`src/rtl/keypad_scanner.sv`:
```
// keypad_scanner: 4x4 matrix keypad scanner with row rotation, debounce
// and single-strobe key acceptance.
// Optional feature macro: KEYPAD_RELEASE_CLEAR_EN -- when defined, the
// reported key code is cleared to 1111 (esnumero=0) once the key is released.
module keypad_scanner #(
  parameter int SCAN_DIV     = 50000,
  parameter int DEBOUNCE_CNT = 4
) (
  input  logic       CLK,
  input  logic       Reset,
  input  logic [3:0] columna,
  output logic [3:0] fila,
  output logic [3:0] tvalida,
  output logic       esnumero,
  output logic       tecla_lista
);

  localparam int DIV_W = (SCAN_DIV > 1) ? $clog2(SCAN_DIV) : 1;
  localparam int DEB_W = $clog2(DEBOUNCE_CNT + 1);

  typedef enum logic [1:0] {
    SCAN,
    DEBOUNCE,
    VALID,
    WAIT_RELEASE
  } state_t;

  state_t             state_q, state_d;
  logic [3:0]         col_meta_q, col_meta_d;
  logic [3:0]         col_sync_q, col_sync_d;
  logic [DIV_W-1:0]   div_cnt_q, div_cnt_d;
  logic [DEB_W-1:0]   deb_cnt_q, deb_cnt_d;
  logic [3:0]         fila_q, fila_d;
  logic [1:0]         row_q, row_d;
  logic [1:0]         col_q, col_d;
  logic [3:0]         tvalida_q, tvalida_d;
  logic               esnumero_q, esnumero_d;
  logic               tecla_lista_q, tecla_lista_d;

  logic               tick;
  logic               single_low;
  logic [1:0]         low_col;
  logic [1:0]         fila_row;
  logic [3:0]         fila_next;
  logic [3:0]         key_code_w;
  logic [DEB_W-1:0]   deb_cnt_inc;

  // Map a (row, column) position of the keypad to its 4-bit key code.
  function automatic logic [3:0] key_code(input logic [1:0] row, input logic [1:0] col);
    logic [3:0] code;
    case ({row, col})
      4'h0: code = 4'h1;  4'h1: code = 4'h2;  4'h2: code = 4'h3;  4'h3: code = 4'hA;
      4'h4: code = 4'h4;  4'h5: code = 4'h5;  4'h6: code = 4'h6;  4'h7: code = 4'hB;
      4'h8: code = 4'h7;  4'h9: code = 4'h8;  4'hA: code = 4'h9;  4'hB: code = 4'hC;
      4'hC: code = 4'hE;  4'hD: code = 4'h0;  4'hE: code = 4'hF;  default: code = 4'hD;
    endcase
    return code;
  endfunction

  // Column synchronizer and free-running scan-tick divider.
  always_comb begin
    col_meta_d = columna;
    col_sync_d = col_meta_q;
    tick       = (div_cnt_q == DIV_W'(SCAN_DIV - 1));
    div_cnt_d  = tick ? '0 : div_cnt_q + DIV_W'(1);
  end

  // Decode the synchronized columns and the currently driven row.
  always_comb begin
    single_low = 1'b0;
    low_col    = 2'd0;
    case (col_sync_q)
      4'b1110: begin single_low = 1'b1; low_col = 2'd0; end
      4'b1101: begin single_low = 1'b1; low_col = 2'd1; end
      4'b1011: begin single_low = 1'b1; low_col = 2'd2; end
      4'b0111: begin single_low = 1'b1; low_col = 2'd3; end
      default: begin single_low = 1'b0; low_col = 2'd0; end
    endcase
    fila_row = 2'd0;
    case (fila_q)
      4'b1101: fila_row = 2'd1;
      4'b1011: fila_row = 2'd2;
      4'b0111: fila_row = 2'd3;
      default: fila_row = 2'd0;
    endcase
    fila_next   = {fila_q[2:0], fila_q[3]};
    key_code_w  = key_code(row_q, col_q);
    deb_cnt_inc = deb_cnt_q + DEB_W'(1);
  end

  // Scanner FSM next-state and output logic; leaving a held state always
  // advances to the next row so rotation picks up where the key was found.
  always_comb begin
    state_d       = state_q;
    fila_d        = fila_q;
    row_d         = row_q;
    col_d         = col_q;
    deb_cnt_d     = deb_cnt_q;
    tvalida_d     = tvalida_q;
    esnumero_d    = esnumero_q;
    tecla_lista_d = 1'b0;
    case (state_q)
      SCAN: begin
        if (tick) begin
          if (single_low) begin
            row_d     = fila_row;
            col_d     = low_col;
            deb_cnt_d = '0;
            state_d   = DEBOUNCE;
          end else begin
            fila_d = fila_next;
          end
        end
      end
      DEBOUNCE: begin
        if (tick) begin
          if (single_low && (low_col == col_q)) begin
            deb_cnt_d = deb_cnt_inc;
            if (deb_cnt_inc == DEB_W'(DEBOUNCE_CNT)) begin
              state_d = VALID;
            end
          end else begin
            fila_d  = fila_next;
            state_d = SCAN;
          end
        end
      end
      VALID: begin
        tvalida_d     = key_code_w;
        esnumero_d    = (key_code_w <= 4'd9);
        tecla_lista_d = 1'b1;
        deb_cnt_d     = '0;
        state_d       = WAIT_RELEASE;
      end
      WAIT_RELEASE: begin
        if (tick) begin
          if (col_sync_q == 4'b1111) begin
            deb_cnt_d = deb_cnt_inc;
            if (deb_cnt_inc == DEB_W'(DEBOUNCE_CNT)) begin
              deb_cnt_d = '0;
              fila_d    = fila_next;
              state_d   = SCAN;
`ifdef KEYPAD_RELEASE_CLEAR_EN
              tvalida_d  = 4'b1111;
              esnumero_d = 1'b0;
`endif
            end
          end else begin
            deb_cnt_d = '0;
          end
        end
      end
      default: begin
        state_d = SCAN;
      end
    endcase
  end

  // State and datapath registers with synchronous reset.
  always_ff @(posedge CLK) begin
    if (Reset) begin
      state_q       <= SCAN;
      col_meta_q    <= 4'b1111;
      col_sync_q    <= 4'b1111;
      div_cnt_q     <= '0;
      deb_cnt_q     <= '0;
      fila_q        <= 4'b1110;
      row_q         <= 2'd0;
      col_q         <= 2'd0;
      tvalida_q     <= 4'b1111;
      esnumero_q    <= 1'b0;
      tecla_lista_q <= 1'b0;
    end else begin
      state_q       <= state_d;
      col_meta_q    <= col_meta_d;
      col_sync_q    <= col_sync_d;
      div_cnt_q     <= div_cnt_d;
      deb_cnt_q     <= deb_cnt_d;
      fila_q        <= fila_d;
      row_q         <= row_d;
      col_q         <= col_d;
      tvalida_q     <= tvalida_d;
      esnumero_q    <= esnumero_d;
      tecla_lista_q <= tecla_lista_d;
    end
  end

  assign fila        = fila_q;
  assign tvalida     = tvalida_q;
  assign esnumero    = esnumero_q;
  assign tecla_lista = tecla_lista_q;

endmodule

```
`config.mk`:
```
export PLATFORM = sky130hd
export DESIGN_NAME = keypad_scanner
export DESIGN_NICKNAME = d
export VERILOG_FILES = /design/src/rtl/keypad_scanner.sv
export SDC_FILE = /design/constraint.sdc
export NUM_CORES = 1
export LEC_CHECK = 0
export ABC_AREA = 0
export BUFFER_PORTS_ARGS = -buffer_cell sky130_fd_sc_hd__buf_2
export CORE_ASPECT_RATIO = 2
export CORE_UTILIZATION = 43
export CTS_CLUSTER_SIZE = 14
export DETAILED_ROUTE_END_ITERATION = 7
export SETUP_SLACK_MARGIN = 0.5
export SLEW_MARGIN = 0
export SYNTH_ARGS = -nofsm -noshare
export SYNTH_HDL_FRONTEND = slang
export SYNTH_SLANG_ARGS = --single-unit
export TNS_END_PERCENT = 50
```
`constraint.sdc`:
```
create_clock -name CLK -period 5.1 [get_ports CLK]
set_input_delay 0.765 -clock CLK [delete_from_list [all_inputs] [get_ports CLK]]
set_output_delay 0.765 -clock CLK [all_outputs]
set_load 0.01 [all_outputs]
```
==> reports/metrics.yaml, run 1 <==
cts:
  ctsResizeCount: 0
  cts_root_buf: "clkbuf_8"
  tritoncts: "yes"
  cts_hold_buf: 0
  cts.sinks: 47
  insertion_delay_ns: 0.31
  max-clock-path-buffers: 2
  cts_buffers: 5
  postCtsSetupBuffers: 0
  clk_pin_slew_ns: 0.09
  cts_max_level: 2
final_layout:
  fin_util: 0.487
  fin_nets: 306
  drive_above_1_share: 0.150
  multiInputGateArea_um2: 1410
  regArea_um2: 941
  area_growth_pct: 8.10
  n_antenna_cell: 0
  n_fill_cell: 563
timing:
  hold_viol_final: 0
  final.period_utilization: 0.639
  tightest_slew_ns: 0.807
  setup_viol: 0
  drv_slew: 0
  slew_headroom: 0.459
  fin_crit_ns: 3.26
  fin_skew_ns: 0.00710
  rsz0062_at_grt: "false"
  timing.fmax_mhz: 307
  fin_tns_setup_ns: 0
place:
  gp_congestion: 0.832
  portBuffers: 15
  dp_hpwl_um: 3570
global_routing:
  antenna_found_initial: 0
  grt_pass1_vias: 1803
  grt_pass1_wl_um: 8090
  grt_start_max_net_pins: 38
  grt.total_usage: 0.172
  gr-total-overflow: 0
logic_synthesis:
  synth_edf_count: 0
  ys_types: 48
  synth-main-ff-cell: "dfxtp_1"
  syn_inst: 273
  synth.largest_area_cell: "dfxtp_1"
  avgSynthCellArea_um2: 8.94
  synth.area.top_cells: "dfxtp_1, ha_1, nor2_1, nor2b_1, xor2_1"
  synth.yosys.seq_area_share: 0.385
  ys_ff_latch: 47
  synth_area_um2: 2440
  async_flop_share: 0
  synth_warnings: 0
  synth.net_count: 293
  synth_top_area_frac: 0.385
power:
  swShare: 0.260
  power_density_nw_per_um2: 257
  intPower_w: 0.000501
  p_clk_frac: 0.343
  p_sw_w: 0.000176
  p_seq_frac: 0.570
  peakVddDrop_v: 0.000156
  combPwrFrac: 0.088
  p_leak_nw: 1.05
setup_path:
  cp_max_fo: 9
  crit_type: "reg2reg"
  arrival_ns: 3.46
  worstPathRequired_ns: 5.30
  cp-end-kind: "flop"
  cp-start-kind: "flop"
die:
  die_area_um2: 6000
  placement_rows: 38
  die_y_um: 109
  die_w_um: 55.3
  core_area_um2: 5420
  boundaryPins: 16
  initial_core_util: 0.450
worst_hold_path:
  hp-class: "reg2reg"
detailed_routing:
  postRouteAntennaNets: 0
  vias: 1869
  drc: 0
  routedWlPerCell_um: 13.8
  drt-initial-drc-count: 38
  vias_per_cell: 5.39
  routed_wirelength_um: 4800
  dr.pass1.iters: 4
outcome:
  status: "finished, final reports clean"
job:
  cap_violations: 0
-- state kept, by name, summed over array words and instances, names as in the netlist, named ones only --
name	count
key_code_w	4
col_meta_q	4
tvalida	4
state_q	1
col_sync_q	4
col_q	2
deb_cnt_q	3
tecla_lista	1
row_q	2
div_cnt_q	16
fila	4
esnumero	1
-- routing by layer --
layer / share of wire / vias up / global-route usage
li1: - / 964 / -
met1: 0.38 / 871 / 0.164
met2: 0.56 / 22 / 0.332
met3: 0.018 / 12 / 0.0275
met4: 0.039 / 0 / 0.107
met5: 0 / - / 0
-- path summary, 6_finish.rpt --
| path | start | endpoint | slack [ns] | depth (start not counted) |
|---|---|---|---|---|
| worst min-delay path | col_meta_q[1] | col_sync_q[1] | 0.41 | 1 |
| worst max-delay path | div_cnt_q[12] | key_code_w[3] | 1.84 | 11 |
| worst min register to register | col_meta_q[1] | col_sync_q[1] | 0.41 | 1 |
| worst max register to register | div_cnt_q[12] | key_code_w[3] | 1.84 | 11 |
-- logic make-up after synthesis --
| group | Yosys count | share of synthesized area |
|---|---|---|
| flops | 47 | 0.385 |
| buf+inv | 22 | 0.0379 |
| mux | 12 | 0.0513 |
| xor+xnor | 18 | 0.0646 |
| simple gates | 112 | 0.246 |
| compound gates | 48 | 0.143 |
| fa+ha+maj | 14 | 0.0718 |
-- power groups by stage --
stage / registers, W / clock network, W / logic, W
floorplan: 0.000393 / 0 / 0.0000470
global placement: 0.000394 / 0 / 0.0000592
detailed placement: 0.000394 / 0 / 0.0000600
CTS: 0.000386 / 0.000243 / 0.0000602
global route: 0.000388 / 0.000254 / 0.0000666
finish: 0.000386 / 0.000232 / 0.0000594
-- cells in the final DEF, fill, tap and decap left out, types with 10 or more instances in the layout --
master and instances:
nand2_1 10, dfxtp_1 47, nor2_1 37, nor2b_1 15, or2_2 10, xor2_1 10, o21ai_0 13, inv_1 13
buf_2 15, ha_1 14
-- cells in the mapped netlist, types with 3 or more instances --
| cell | n |
|---|---|
| a211o_1 | 5 |
| a21oi_1 | 7 |
| a311oi_1 | 3 |
| and3_1 | 5 |
| clkbuf_1 | 6 |
| dfxtp_1 | 47 |
| ha_1 | 14 |
| inv_1 | 13 |
| mux2_2 | 4 |
| mux2i_1 | 8 |
| nand2_1 | 10 |
| nand2b_1 | 7 |
| nand3_1 | 9 |
| nor2_1 | 37 |
| nor2b_1 | 15 |
| nor3_1 | 3 |
| o211ai_1 | 3 |
| o21ai_0 | 13 |
| or2_2 | 10 |
| xnor2_1 | 8 |
| xor2_1 | 10 |
-- critical path, cell delays in order (launching register included) --
cell and delay [ns]:
dfxtp_1 0.35, or4bb_1 0.56, nor4_1 0.40, o211ai_1 0.42, mux2_2 0.44, inv_1 0.11, ha_1 0.19, inv_1 0.07
nor2_1 0.10, a211oi_1 0.06, a211o_1 0.30, o22a_1 0.16
-- per-stage QoR --
step	cell area (um^2)	instances	worst slack [ns]	total power, W	hold slack [ns]
after global routing	2640	347	1.62	0.000708	0.431
final	2640	347	1.84	0.000677	0.414
after CTS	2640	347	1.90	0.000689	0.416
after floorplan	2440	273	2.21	0.000439	0.389
after detailed placement	2550	339	1.93	0.000454	0.392
after global placement	2550	339	2.03	0.000453	0.393
-- layout make-up --
| class | instances | share of cell area |
|---|---|---|
| inverter | 13 | 0.0185 |
| timing repair buffer | 15 | 0.0284 |
| sequential | 47 | 0.357 |
| tap | 60 | 0.0284 |
| clock buffer | 5 | 0.0261 |
| clock inverter | 3 | 0.00853 |
| multi-input combinational | 204 | 0.533 |
Power figures use the tool's default switching activity.
==> run 2: changes to the inputs <==
clock period = 3.2 ns   (was 5.1 ns; I/O delays follow)
==> run 2 against run 1 <==
Against the previous run: maximum frequency grew 22%; critical path depth is the same; sequential power grew 59%; final cell count grew 1.2%; via count grew 0.37%; clock-buffer cell count grew 1; hold slack lost 0.053 ns; largest power group unchanged; die area is the same; sequential cell count is the same; non-clock buffer count grew 5; combinational power grew 60%; largest cell class unchanged; worst setup slack lost 1.3 ns.
==> reports/metrics.yaml, run 2 (synthesis gave the netlist of run 1 again) <==
timing:
  hold_viol_final: 0  # unchanged
  drv_slew: 0  # unchanged
  rsz0062_at_grt: "true"
  setup_viol: 0  # unchanged
  tightest_slew_ns: 0.615  # -0.192 ns
  setup_slack_ns: 0.524  # -1.32 ns
  fin_skew_ns: 0.00494  # -0.00215 ns
  fin_hold_ws_ns: 0.361  # -0.0532 ns
  slew_headroom: 0.590  # +0.130
  final.period_utilization: 0.836  # +0.198
  fin_tns_setup_ns: 0  # unchanged
  timing.fmax_mhz: 374  # +22%
  fin_crit_ns: 2.68  # -0.581 ns
place:
  place_ws_ns: 0.416  # -1.52 ns
  dp_hpwl_um: 3550  # -0.42%
  placedInstanceArea_um2: 2590  # +1.8%
  portBuffers: 15  # unchanged
  dp.cells: 340  # +0.29%
  gp_congestion: 0.805  # -3.2%
global_routing:
  grt_pass1_vias: 1827  # +1.3%
  antenna_found_initial: 0  # unchanged
  grt_pass1_wl_um: 7820  # -3.2%
  gr-total-overflow: 0  # unchanged
  grt.total_usage: 0.166  # -0.00548
  grt_start_max_net_pins: 38  # unchanged
setup_path:
  reg2reg_to: "key_code_w[3]"
  worst_r2r_path_depth: 11  # unchanged
  cp_max_fo: 4  # -5
  arrival_ns: 2.87  # -0.59 ns
  cp-end-kind: "flop"
  worstPathRequired_ns: 3.39  # -1.91 ns
  crit_type: "reg2reg"
  r2r_start: "div_cnt_q[7]"
  r2r_slack_ns: 0.52  # -1.32 ns
  cp-endpoint: "key_code_w[3]"
  cp-start-kind: "flop"
  crit_start: "div_cnt_q[7]"
die:
  die_area_um2: 6000  # unchanged
  die_w_um: 55.3  # unchanged
  boundaryPins: 16  # unchanged
  die_y_um: 109  # unchanged
  core_area_um2: 5420  # unchanged
  placement_rows: 38  # unchanged
  initial_core_util: 0.450  # unchanged
final_layout:
  drive_above_1_share: 0.213  # +0.0632
  area_growth_pct: 11.9
  n_antenna_cell: 0  # unchanged
  final_common_cell: "dfxtp_1"
  design_area_um2: 2730  # +3.6%
  largest_reg_flops: 16  # unchanged
  layout_common_cells: "dfxtp_1, nor2_1, nor2b_1, buf_2"
  max_flop_register: "div_cnt_q"
  fin_nets: 311  # +1.6%
  stdcell_count: 351  # +1.2%
detailed_routing:
  vias_per_cell: 5.34  # -0.77%
  routed_wirelength_um: 4780  # -0.33%
  drt-initial-drc-count: 44  # +16%
  dr.pass1.iters: 4  # unchanged
  vias: 1876  # +0.37%
  routedWlPerCell_um: 13.6  # -1.5%
  postRouteAntennaNets: 0  # unchanged
  drc: 0  # unchanged
job:
  cap_violations: 0  # unchanged
worst_hold_path:
  hp-class: "in2reg"
  worstHoldStart: "columna[2]"
power:
  power_density_nw_per_um2: 388  # +51%
  peakVddDrop_v: 0.000348  # +120%
  p_leak_nw: 1.09  # +4.5%
cts:
  cts.sinks: 47  # unchanged
  max-clock-path-buffers: 2  # unchanged
  clk_pin_slew_ns: 0.08  # about the same
  cts_hold_buf: 0  # unchanged
  tritoncts: "yes"
  cts_buffers: 5  # unchanged
  insertion_delay_ns: 0.29  # -0.02 ns
  cts_max_level: 2  # unchanged
  cts_root_buf: "clkbuf_8"
outcome:
  status: "finished, final reports clean"
==> run 2: cell types whose count changed in the layout (fill, tap and decap cells not counted), moves of 2 or more <==
cell | previous run | this run
mux2_2 | 4 | 2
mux2_4 | 0 | 2
or4bb_4 | 0 | 2
or4bb_1 | 2 | 0
dfxtp_1 | 47 | 40
inv_4 | 0 | 2
inv_1 | 13 | 10
dfxtp_2 | 0 | 7
buf_4 | 0 | 5
inv_6 | 2 | 0
==> run 2: repair_timing <==
action | CTS | global route
pin swaps | 1 | 0
setup endpoints to repair | 4 | 4
hold endpoints to repair | 0 | 0
buffers inserted | 4 | 0
resized for setup | 1 | 7
==> run 2: final cells by class <==
cell class | count | area [um^2]
flip-flops and latches | 47 | 950
repair buffers | 20 | 113
multi-input cells | 204 | 1450
inverters | 13 | 53.8
clock inverters | 1 | 5.00
well taps | 60 | 75.1
clock buffers | 6 | 82.6
fillers | 553 | 2690
==> run 2: metrics by stage <==
step | total power (W) | utilization
final | 0.00106 | 0.504
after global routing | 0.00111 | 0.504
after CTS | 0.00108 | 0.502
after detailed placement | 0.000724 | 0.478
after global placement | 0.000722 | 0.478
after floorplan | 0.000700 | -
==> run 2: report_power, final <==
part	switching, W	internal [W]
clock network	0.000183	0.000170
registers	0.0000149	0.000599
logic	0.0000538	0.0000413
total	0.000252	0.000810
==> run 2: metal layers <==
| metal | global-route usage | up-vias | share of wire |
|---|---|---|---|
| met3 | 0.0251 | 11 | 0.017 |
| met5 | 0 | - | 0 |
| li1 | - | 972 | - |
| met2 | 0.330 | 16 | 0.56 |
| met4 | 0.102 | 0 | 0.038 |
| met1 | 0.153 | 877 | 0.39 |
==> run 2: critical path: stages, from the launching register on <==
cell and delay, ns:
dfxtp_2 0.35, or4b_4 0.57, nor4_4 0.30, o211ai_1 0.22, mux2_4 0.38, inv_4 0.08
ha_4 0.13, inv_2 0.03, nor2_1 0.08, a211oi_1 0.05, a211o_1 0.24, o22a_1 0.15
==> run 2: worst min path at each step <==
| stage | endpoint | slack, ns | cells past startpoint |
|---|---|---|---|
| 2_1_floorplan | col_sync_q[0] | 0.39 | 1 |
| 3_3_place_gp | col_sync_q[2] | 0.39 | 1 |
| 3_5_place_dp | col_sync_q[1] | 0.39 | 1 |
| 4_1_cts | col_meta_q[1] | 0.35 | 2 |
| 5_1_grt | col_meta_q[1] | 0.35 | 2 |
| 6_report | col_meta_q[2] | 0.36 | 2 |
